### config.mk
export PLATFORM = sky130hd
export DESIGN_NAME = io_hub
export DESIGN_NICKNAME = d
export VERILOG_FILES = /design/src/rtl/io_hub.sv
export SDC_FILE = /design/constraint.sdc
export NUM_CORES = 1
export LEC_CHECK = 0
export ABC_AREA = 1
export BUFFER_PORTS_ARGS = -buffer_cell sky130_fd_sc_hd__buf_2
export CAP_MARGIN = 10
export CELL_PAD_IN_SITES_DETAIL_PLACEMENT = 1
export CELL_PAD_IN_SITES_GLOBAL_PLACEMENT = 1
export CORE_MARGIN = 2
export CORE_UTILIZATION = 41
export DETAILED_ROUTE_END_ITERATION = 10
export PLACE_DENSITY = 0.79
export SLEW_MARGIN = 20
export SYNTH_ARGS = -nofsm -noshare
export SYNTH_HDL_FRONTEND = slang
export SYNTH_SLANG_ARGS = --single-unit
### constraint.sdc
create_clock -name clk -period 2 [get_ports clk]
set_input_delay 0.3 -clock clk [delete_from_list [all_inputs] [get_ports clk]]
set_output_delay 0.3 -clock clk [all_outputs]
set_load 0.005 [all_outputs]
### src/rtl/io_hub.sv
// io_hub: tiny16 bus hub with local registers, DAC codes, an external
// slave window with timeout, open-drain lines, debounced buttons and irq.
module io_hub #(
    parameter int OD_LINES        = 2,
    parameter int NBTN            = 2,
    parameter int DAC_CH          = 2,
    parameter int DAC_BITS        = 5,
    parameter int DEBOUNCE_CYCLES = 65535,
    parameter int EXT_TIMEOUT     = 255
) (
    input  logic                       clk,
    input  logic                       nreset,
    input  logic [15:0]                address,
    input  logic [15:0]                data_in,
    input  logic                       nwr,
    input  logic                       mem_valid,
    output logic                       mem_ready,
    output logic [15:0]                data_out,
    output logic                       irq,
    output logic                       ext_request,
    input  logic                       ext_ready,
    input  logic [15:0]                ext_data,
    input  logic                       ext_interrupt,
    input  logic [OD_LINES-1:0]        od_in,
    output logic [OD_LINES-1:0]        od_pull_low,
    input  logic [NBTN-1:0]            buttons,
    output logic [DAC_CH*DAC_BITS-1:0] dac_codes
);
    localparam int PW = NBTN + 1;
    localparam int CW = $clog2(DEBOUNCE_CYCLES + 1);

    typedef enum logic [1:0] {
        S_IDLE,
        S_EXT_WAIT,
        S_DONE
    } state_t;

    state_t                r_state;
    logic [OD_LINES-1:0]   r_od;
    logic [PW-1:0]         r_pend;
    logic [PW-1:0]         r_mask;
    logic                  r_tout;
    logic [15:0]           r_tcnt;
    logic [DAC_BITS-1:0]   r_dac [DAC_CH];
    logic [NBTN-1:0]       r_s1;
    logic [NBTN-1:0]       r_s2;
    logic [NBTN-1:0]       r_deb;
    logic [CW-1:0]         r_cnt [NBTN];

    logic [1:0]            w_region;
    logic [3:0]            w_idx;
    logic                  w_wr;
    logic [NBTN-1:0]       w_deb_rise;
    logic [PW-1:0]         w_pend_set;
    logic [PW-1:0]         w_pend_clr;
    logic [15:0]           w_rdata;
    logic                  w_unused;

    assign w_region    = address[15:14];
    assign w_idx       = address[3:0];
    assign w_wr        = (r_state == S_IDLE) && mem_valid && !nwr;
    assign w_pend_set  = {w_deb_rise, ext_interrupt};
    assign w_pend_clr  = (w_wr && w_region == 2'd0 && w_idx == 4'd1)
                         ? data_in[PW-1:0] : '0;
    assign od_pull_low = ~r_od;
    assign w_unused    = ^{address[13:4], data_in};

    for (genvar k = 0; k < DAC_CH; k++) begin : g_dac
        assign dac_codes[k*DAC_BITS +: DAC_BITS] = r_dac[k];
    end

    always_comb begin
        w_rdata = '0;
        if (w_region == 2'd0) begin
            unique case (w_idx)
                4'd0:    w_rdata = 16'({r_deb, od_in});
                4'd1:    w_rdata = 16'(r_pend);
                4'd2:    w_rdata = 16'(r_mask);
                4'd3:    w_rdata = 16'(r_tout);
                default: w_rdata = '0;
            endcase
        end else if (w_region == 2'd2) begin
            for (int k = 0; k < DAC_CH; k++)
                if (w_idx == 4'(k)) w_rdata = 16'(r_dac[k]);
        end
    end

    // A rise is flagged on the same edge the debounced level flips to 1.
    always_comb begin
        w_deb_rise = '0;
        for (int i = 0; i < NBTN; i++)
            w_deb_rise[i] = r_s2[i] && !r_deb[i]
                            && (r_cnt[i] == CW'(DEBOUNCE_CYCLES - 1));
    end

    always_ff @(posedge clk) begin
        if (!nreset) begin
            r_s1  <= '0;
            r_s2  <= '0;
            r_deb <= '0;
            for (int i = 0; i < NBTN; i++) r_cnt[i] <= '0;
        end else begin
            r_s1 <= buttons;
            r_s2 <= r_s1;
            for (int i = 0; i < NBTN; i++) begin
                if (r_s2[i] != r_deb[i]) begin
                    if (r_cnt[i] == CW'(DEBOUNCE_CYCLES - 1)) begin
                        r_deb[i] <= r_s2[i];
                        r_cnt[i] <= '0;
                    end else begin
                        r_cnt[i] <= r_cnt[i] + 1'b1;
                    end
                end else begin
                    r_cnt[i] <= '0;
                end
            end
        end
    end

    always_ff @(posedge clk) begin
        if (!nreset) begin
            r_state     <= S_IDLE;
            mem_ready   <= 1'b0;
            ext_request <= 1'b0;
            data_out    <= '0;
            irq         <= 1'b0;
            r_od        <= '1;
            r_mask      <= '0;
            r_pend      <= '0;
            r_tout      <= 1'b0;
            r_tcnt      <= '0;
            for (int k = 0; k < DAC_CH; k++) r_dac[k] <= '0;
        end else begin
            mem_ready <= 1'b0;
            irq       <= |(r_pend & r_mask);
            r_pend    <= (r_pend & ~w_pend_clr) | w_pend_set;
            unique case (r_state)
                S_IDLE: begin
                    if (mem_valid && w_region == 2'd1) begin
                        ext_request <= 1'b1;
                        r_tcnt      <= '0;
                        r_state     <= S_EXT_WAIT;
                    end else if (mem_valid) begin
                        data_out  <= w_rdata;
                        mem_ready <= 1'b1;
                        r_state   <= S_DONE;
                        if (!nwr && w_region == 2'd0) begin
                            unique case (w_idx)
                                4'd0:    r_od   <= data_in[OD_LINES-1:0];
                                4'd2:    r_mask <= data_in[PW-1:0];
                                4'd3:    r_tout <= 1'b0;
                                default: ;
                            endcase
                        end
                        if (!nwr && w_region == 2'd2) begin
                            for (int k = 0; k < DAC_CH; k++)
                                if (w_idx == 4'(k))
                                    r_dac[k] <= data_in[DAC_BITS-1:0];
                        end
                    end
                end
                S_EXT_WAIT: begin
                    if (ext_ready) begin
                        data_out    <= ext_data;
                        ext_request <= 1'b0;
                        mem_ready   <= 1'b1;
                        r_state     <= S_DONE;
                    end else if (r_tcnt == 16'(EXT_TIMEOUT)) begin
                        data_out    <= 16'hFFFF;
                        r_tout      <= 1'b1;
                        ext_request <= 1'b0;
                        mem_ready   <= 1'b1;
                        r_state     <= S_DONE;
                    end else begin
                        r_tcnt <= r_tcnt + 16'd1;
                    end
                end
                S_DONE: begin
                    if (!mem_valid) r_state <= S_IDLE;
                end
                default: r_state <= S_IDLE;
            endcase
        end
    end
endmodule

Word-level counts from Yosys, hierarchy flattened
Memories as Yosys holds them, arrays and structs flattened.
Index checks and enable logic that the tools add are counted.
{"block": "totals", "input_bits": 58, "mem_bits_rw": 42, "latch_bits": 0, "ff_bits": 52, "elab_cells": 166, "out_inout_bits": 31, "n_memories": 2, "rom_bits": 0}
{"name": "r_cnt", "words": 2, "width": 16, "rd": 2, "rd_ports_with_merged_regs": 0, "wr": 2, "line": "48", "source": "logic [CW-1:0] r_cnt [NBTN];"}
{"name": "r_dac", "words": 2, "width": 5, "rd": 2, "rd_ports_with_merged_regs": 0, "wr": 2, "line": "44", "source": "logic [DAC_BITS-1:0] r_dac [DAC_CH];"}
{"block": "classes", "multipliers": 0, "shifts": 0, "n_bitwise": 14, "div_mod_pow": 0, "order_cmp": 0, "reduce_logical": 28, "add_sub_neg": 3, "eq_ne": 23, "n_mux": 82}
{"cell": "two-way mux 16 bit", "count": 16}
{"cell": "one-hot mux 16 bit (2 select lines)", "count": 2}
{"cell": "two-way mux 1 bit", "count": 50}
{"cell": "adder 16 x 1 -> 16 bit (second input constant)", "count": 3}
{"cell": "== test 16 bit (second input constant)", "count": 2}
{"cell": "== test 16 x 8 -> 1 bit (second input constant)", "count": 1}
{"cell": "one-hot mux 4 bit (4 select lines)", "count": 1}
{"cell": "two-way mux 5 bit", "count": 3}
{"cell": "!= test 2 bit (second input constant)", "count": 6}
{"cell": "logical AND 1 bit", "count": 11}
{"cell": "two-way mux 2 bit", "count": 5}
{"cell": "AND reduction 5 bit", "count": 2}
{"cell": "== test 4 x 2 -> 1 bit (second input constant)", "count": 2}
{"cell": "OR 1 bit", "count": 8}
{"cell": "AND reduction 4 bit", "count": 2}
{"cell": "AND reduction 7 bit", "count": 1}
{"cell": "bitwise AND 3 bit", "count": 2}
{"cell": "!= test 2 x 1 -> 1 bit (second input constant)", "count": 3}
{"cell": "one-hot mux 1 bit (2 select lines)", "count": 3}
{"cell": "one-hot mux 2 bit (3 select lines)", "count": 1}
{"cell": "AND reduction 3 bit", "count": 2}
{"cell": "== test 2 x 1 -> 1 bit (second input constant)", "count": 2}
{"cell": "== test 2 bit (second input constant)", "count": 2}
{"cell": "== test 4 x 1 -> 1 bit (second input constant)", "count": 1}
{"cell": "other kinds (14)", "count": 19}

Depth between registers and ports, before layout
{"block": "logic_depth", "ltp_word": 9, "ltp_mapped": 11, "mapped_depth_nobuf": 11}

Least setup slack after synthesis
No wires, ideal clock.
{"block": "synth_timing", "kind": "flip-flop to flip-flop", "from": "mem r_cnt[1][0] (netlist bit)", "to": "mem r_cnt[1][8] (netlist bit), data pin", "setup_ns": 0.259, "n_path_buf": 1, "required_time_ns": 1.741, "period_less_slack_ns": 1.652, "slack_ns": 0.348, "arrival_time_ns": 1.393, "stages_incl_launch_ff": 10, "cell_sequence": "edfxtp_1 inv_1 ha_1 nand3_1 nor3_1 nand2_1 nor2_2 nand3b_1 buf_4 nor3_1"}
{"item": "from (decl)", "line": "48"}

Final worst setup path
{"block": "layout_timing", "from": "reg r_tcnt[0]", "to": "reg data_out[2]"}
{"block": "layout_via", "elab_chain_cells": 3}
{"item": "from (decl)", "line": "43", "source": "logic [15:0] r_tcnt;"}
{"item": "from (signal assigned)", "line": "175", "source": "r_tcnt <= r_tcnt + 16'd1;"}
{"item": "== test 16 x 8 -> 1 bit", "line": "168", "source": "end else if (r_tcnt == 16'(EXT_TIMEOUT)) begin"}
{"item": "!= test 3 bit (no line)"}
{"item": "AND reduction 4 bit (no line)"}
{"item": "to (signal assigned)", "line": "144", "source": "data_out <= w_rdata;"}
{"item": "to (signal assigned)", "line": "164", "source": "data_out <= ext_data;"}
{"item": "to (decl)", "line": "18", "source": "output logic [15:0] data_out,"}
No other way between the ends.
A chain may end at the register's enable or synchronous reset.

==> metrics.csv <==
stage,metric,value,unit
floorplan,ios,89,
cts,numCtsBuffers,9,
global_route,grt.overflow.total,0,
power_and_ir_drop,p_leak,2.59,nW
logic_synthesis,synth_xor_area_frac,0.0405,
global_route,grt_usage,0.214,
cts,cts_max_level,3,
timing,post-route-period-util,0.915,
worst_setup_path,cp-start-kind,register,
floorplan,num_rows,40,
logic_synthesis,synth_most_common_cell,nand2_1,
worst_setup_path,setup.worst_path.start,r_tcnt[0],
layout,drive_gt1_frac,0.175,
timing,fin_skew,0.00692,ns
cts,cts_buffer_depth,2,
place,gp_congestion,0.876,
worst_setup_path,worstPathArrival,2.12,ns
cts,cts_resized,0,
layout,final_area,5910,sq um
drt,drtAntennaViolNets,0,
cts,clk_latency,0.36,ns
logic_synthesis,synth_flop_cell,dfxtp_1,
global_route,antenna_found_initial,0,
logic_synthesis,synth_top_family_by_area,simple AND/OR/NAND/NOR gates,
floorplan,start_util,0.418,
run_status,status,finished clean,
logic_synthesis,synth-edff-count,42,
logic_synthesis,yosys-top-cells-count,"157 x nand2_1, 100 x nor2_1, 65 x inv_1",
logic_synthesis,synth-compound-area-share,0.0792,
power_and_ir_drop,p_per_area,714,nW/um^2
logic_synthesis,yosys-top-cells-area,"edfxtp_1 25%, dfxtp_1 21%, nand2_1 12%",
global_route,grt_pass1_vias,4665,
floorplan,core,11900,sq um
cts,cts_hold_buf,0,
place,pre_cts_ws,0.181,ns
global_route,grt_max_degree,37,
drt,dr.pass1.iters,4,
logic_synthesis,syn_area,4980,sq um
logic_synthesis,yosysUniqueCellTypes,41,
timing,fmax,547,MHz
logic_synthesis,muxShareOfSynthArea,0,
logic_synthesis,synth_top_cell_by_area,edfxtp_1,
layout,final_nets,816,
timing,hold_violations,0,
worst_setup_path,path_class,reg2reg,
place,post-dp-hpwl,9920,um
floorplan,die_area,13000,sq um
cts,cts_tree,yes,
layout,diodes,0,
layout,syn2layout_area_growth,18.8,%
cts,cts.clk_slew.worst_paths,0.07,ns
worst_setup_path,rrSetupSlack,0.17,ns
power_and_ir_drop,vdd_drop_max,0.409,mV
timing,final-setup-viol-count,0,
place,dpl_cell_area,5610,sq um
worst_hold_path,hold_class,in2reg,
cts,cts_setup_buffers,0,
drt,vias,4524,
logic_synthesis,synth_fa_ha_area_frac,0.0176,
timing,fin_ws,0.171,ns
drt,avgViaCountPerCell,5.01,
timing,grt_setup_unrepaired,no,
logic_synthesis,ys_seq_area_frac,0.463,
timing,maxSlewHeadroom,0.632,
floorplan,die_h,114,um
drt,wl_per_cell,14.8,um
logic_synthesis,synthArstFlopShare,0,
timing,fin_crit,1.83,ns
run,drv_cap,0,
timing,setup-tns-final,0,ns
layout,n_fill_cell,1550,
worst_setup_path,required,2.29,ns
drt,wirelength,13400,um
floorplan,die_w,114,um
logic_synthesis,synth_top_area_frac,0.253,
place,numPortBuffers,67,
worst_setup_path,endpoint_kind,register,
logic_synthesis,ys_ff_latch,94,
cts,cts_root_buffer,clkbuf_16,
drt,drt_iter0_markers,200,
drt,drc,0,
logic_synthesis,synth_warnings,0,
logic_synthesis,syn_avg_cell_area,7.70,sq um
timing,tightestPinTransition,0.549,ns
timing,slew_violations,0,
global_route,grt_pass1_wl,21900,um
worst_setup_path,cp_max_fo,17,
logic_synthesis,yosys.area_share.simple,0.324,
worst_setup_path,reg2reg_from,r_tcnt[0],
worst_hold_path,worstHoldStart,buttons[1],
logic_synthesis,synthCells,646,
cts,cts_sinks,94,
-- layout make-up --
class / instances / area, sq um / area share
inverters: 72 / 270 / 0.0457
clock inverters: 5 / 57.6 / 0.00973
clock buffers: 11 / 243 / 0.0410
repair buffers: 79 / 438 / 0.0741
flip-flops and latches: 94 / 2300 / 0.389
multi-input cells: 495 / 2420 / 0.409
well taps: 147 / 184 / 0.0311
-- through the flow --
| stage | hold slack (ns) | cells | total power (W) | utilization |
|---|---|---|---|---|
| floorplan | 0.390 | 677 | 0.00235 | - |
| global placement | 0.400 | 887 | 0.00247 | 0.471 |
| detailed placement | 0.404 | 887 | 0.00248 | 0.471 |
| CTS | 0.120 | 903 | 0.00426 | 0.496 |
| global route | 0.135 | 903 | 0.00438 | 0.496 |
| finish | 0.122 | 903 | 0.00422 | 0.496 |
-- power breakdown --
part / leakage, nW / internal [W] / switching [W]
sequential: 0.856 / 0.00206 / 0.0000435
combinational: 1.58 / 0.000114 / 0.000227
clock: 0.146 / 0.00101 / 0.000773
-- worst max-delay path, stage by stage (launching register included) --
cell and delay [ns]:
dfxtp_1 0.33, ha_1 0.27, nand3_2 0.12, inv_2 0.05, nand2_2 0.08, inv_2 0.06
nand3_4 0.10, nand3_2 0.17, inv_2 0.35, nand2_1 0.10, a21oi_1 0.15
-- cells in the final DEF, fill, tap and decap left out, types with 11 or more instances in the layout --
cell      instances
edfxtp_1         42
nor2_1           99
xor2_1           17
inv_1            65
dfxtp_1          52
a21oi_1          45
nand3_1          51
nand2_1         157
buf_2            67
o21ai_0          23
buf_4            11
conb_1           32
-- path summary, 6_finish.rpt --
kind,to,cells after the start
hold / removal,r_s1[1],3
setup reg to reg,data_out[2],10
hold reg to reg,r_s2[1],2
setup / recovery,data_out[2],10
-- cells by family (layout without fill, tap and decap cells) --
logic type / after synthesis / count (layout)
adders and majority gates: 7 / 7
xor gates and xnor gates: 23 / 23
AOI/OAI and AO/OA: 75 / 75
DFF: 94 / 94
and+or+nand+nor: 358 / 358
other: 1 / 32
buffers and inverters: 88 / 167
-- per-layer routing --
layer | up-vias | share of wire | track usage
met5 | - | 0 | 0
met4 | 0 | 0.019 | 0.0854
met3 | 17 | 0.035 | 0.0408
met2 | 82 | 0.51 | 0.381
met1 | 2166 | 0.43 | 0.254
li1 | 2259 | - | -
-- state kept, by name (all words and copies together), names as in the netlist --
register	flops
ext_request	1
r_state	2
mem_ready	1
irq	1
r_dac	10
r_tout	1
r_od	2
r_s2	2
r_pend	3
r_deb	2
r_tcnt	16
r_s1	2
r_cnt	32
r_mask	3
data_out	16
Note: power is estimated with default switching activity, not from simulation.
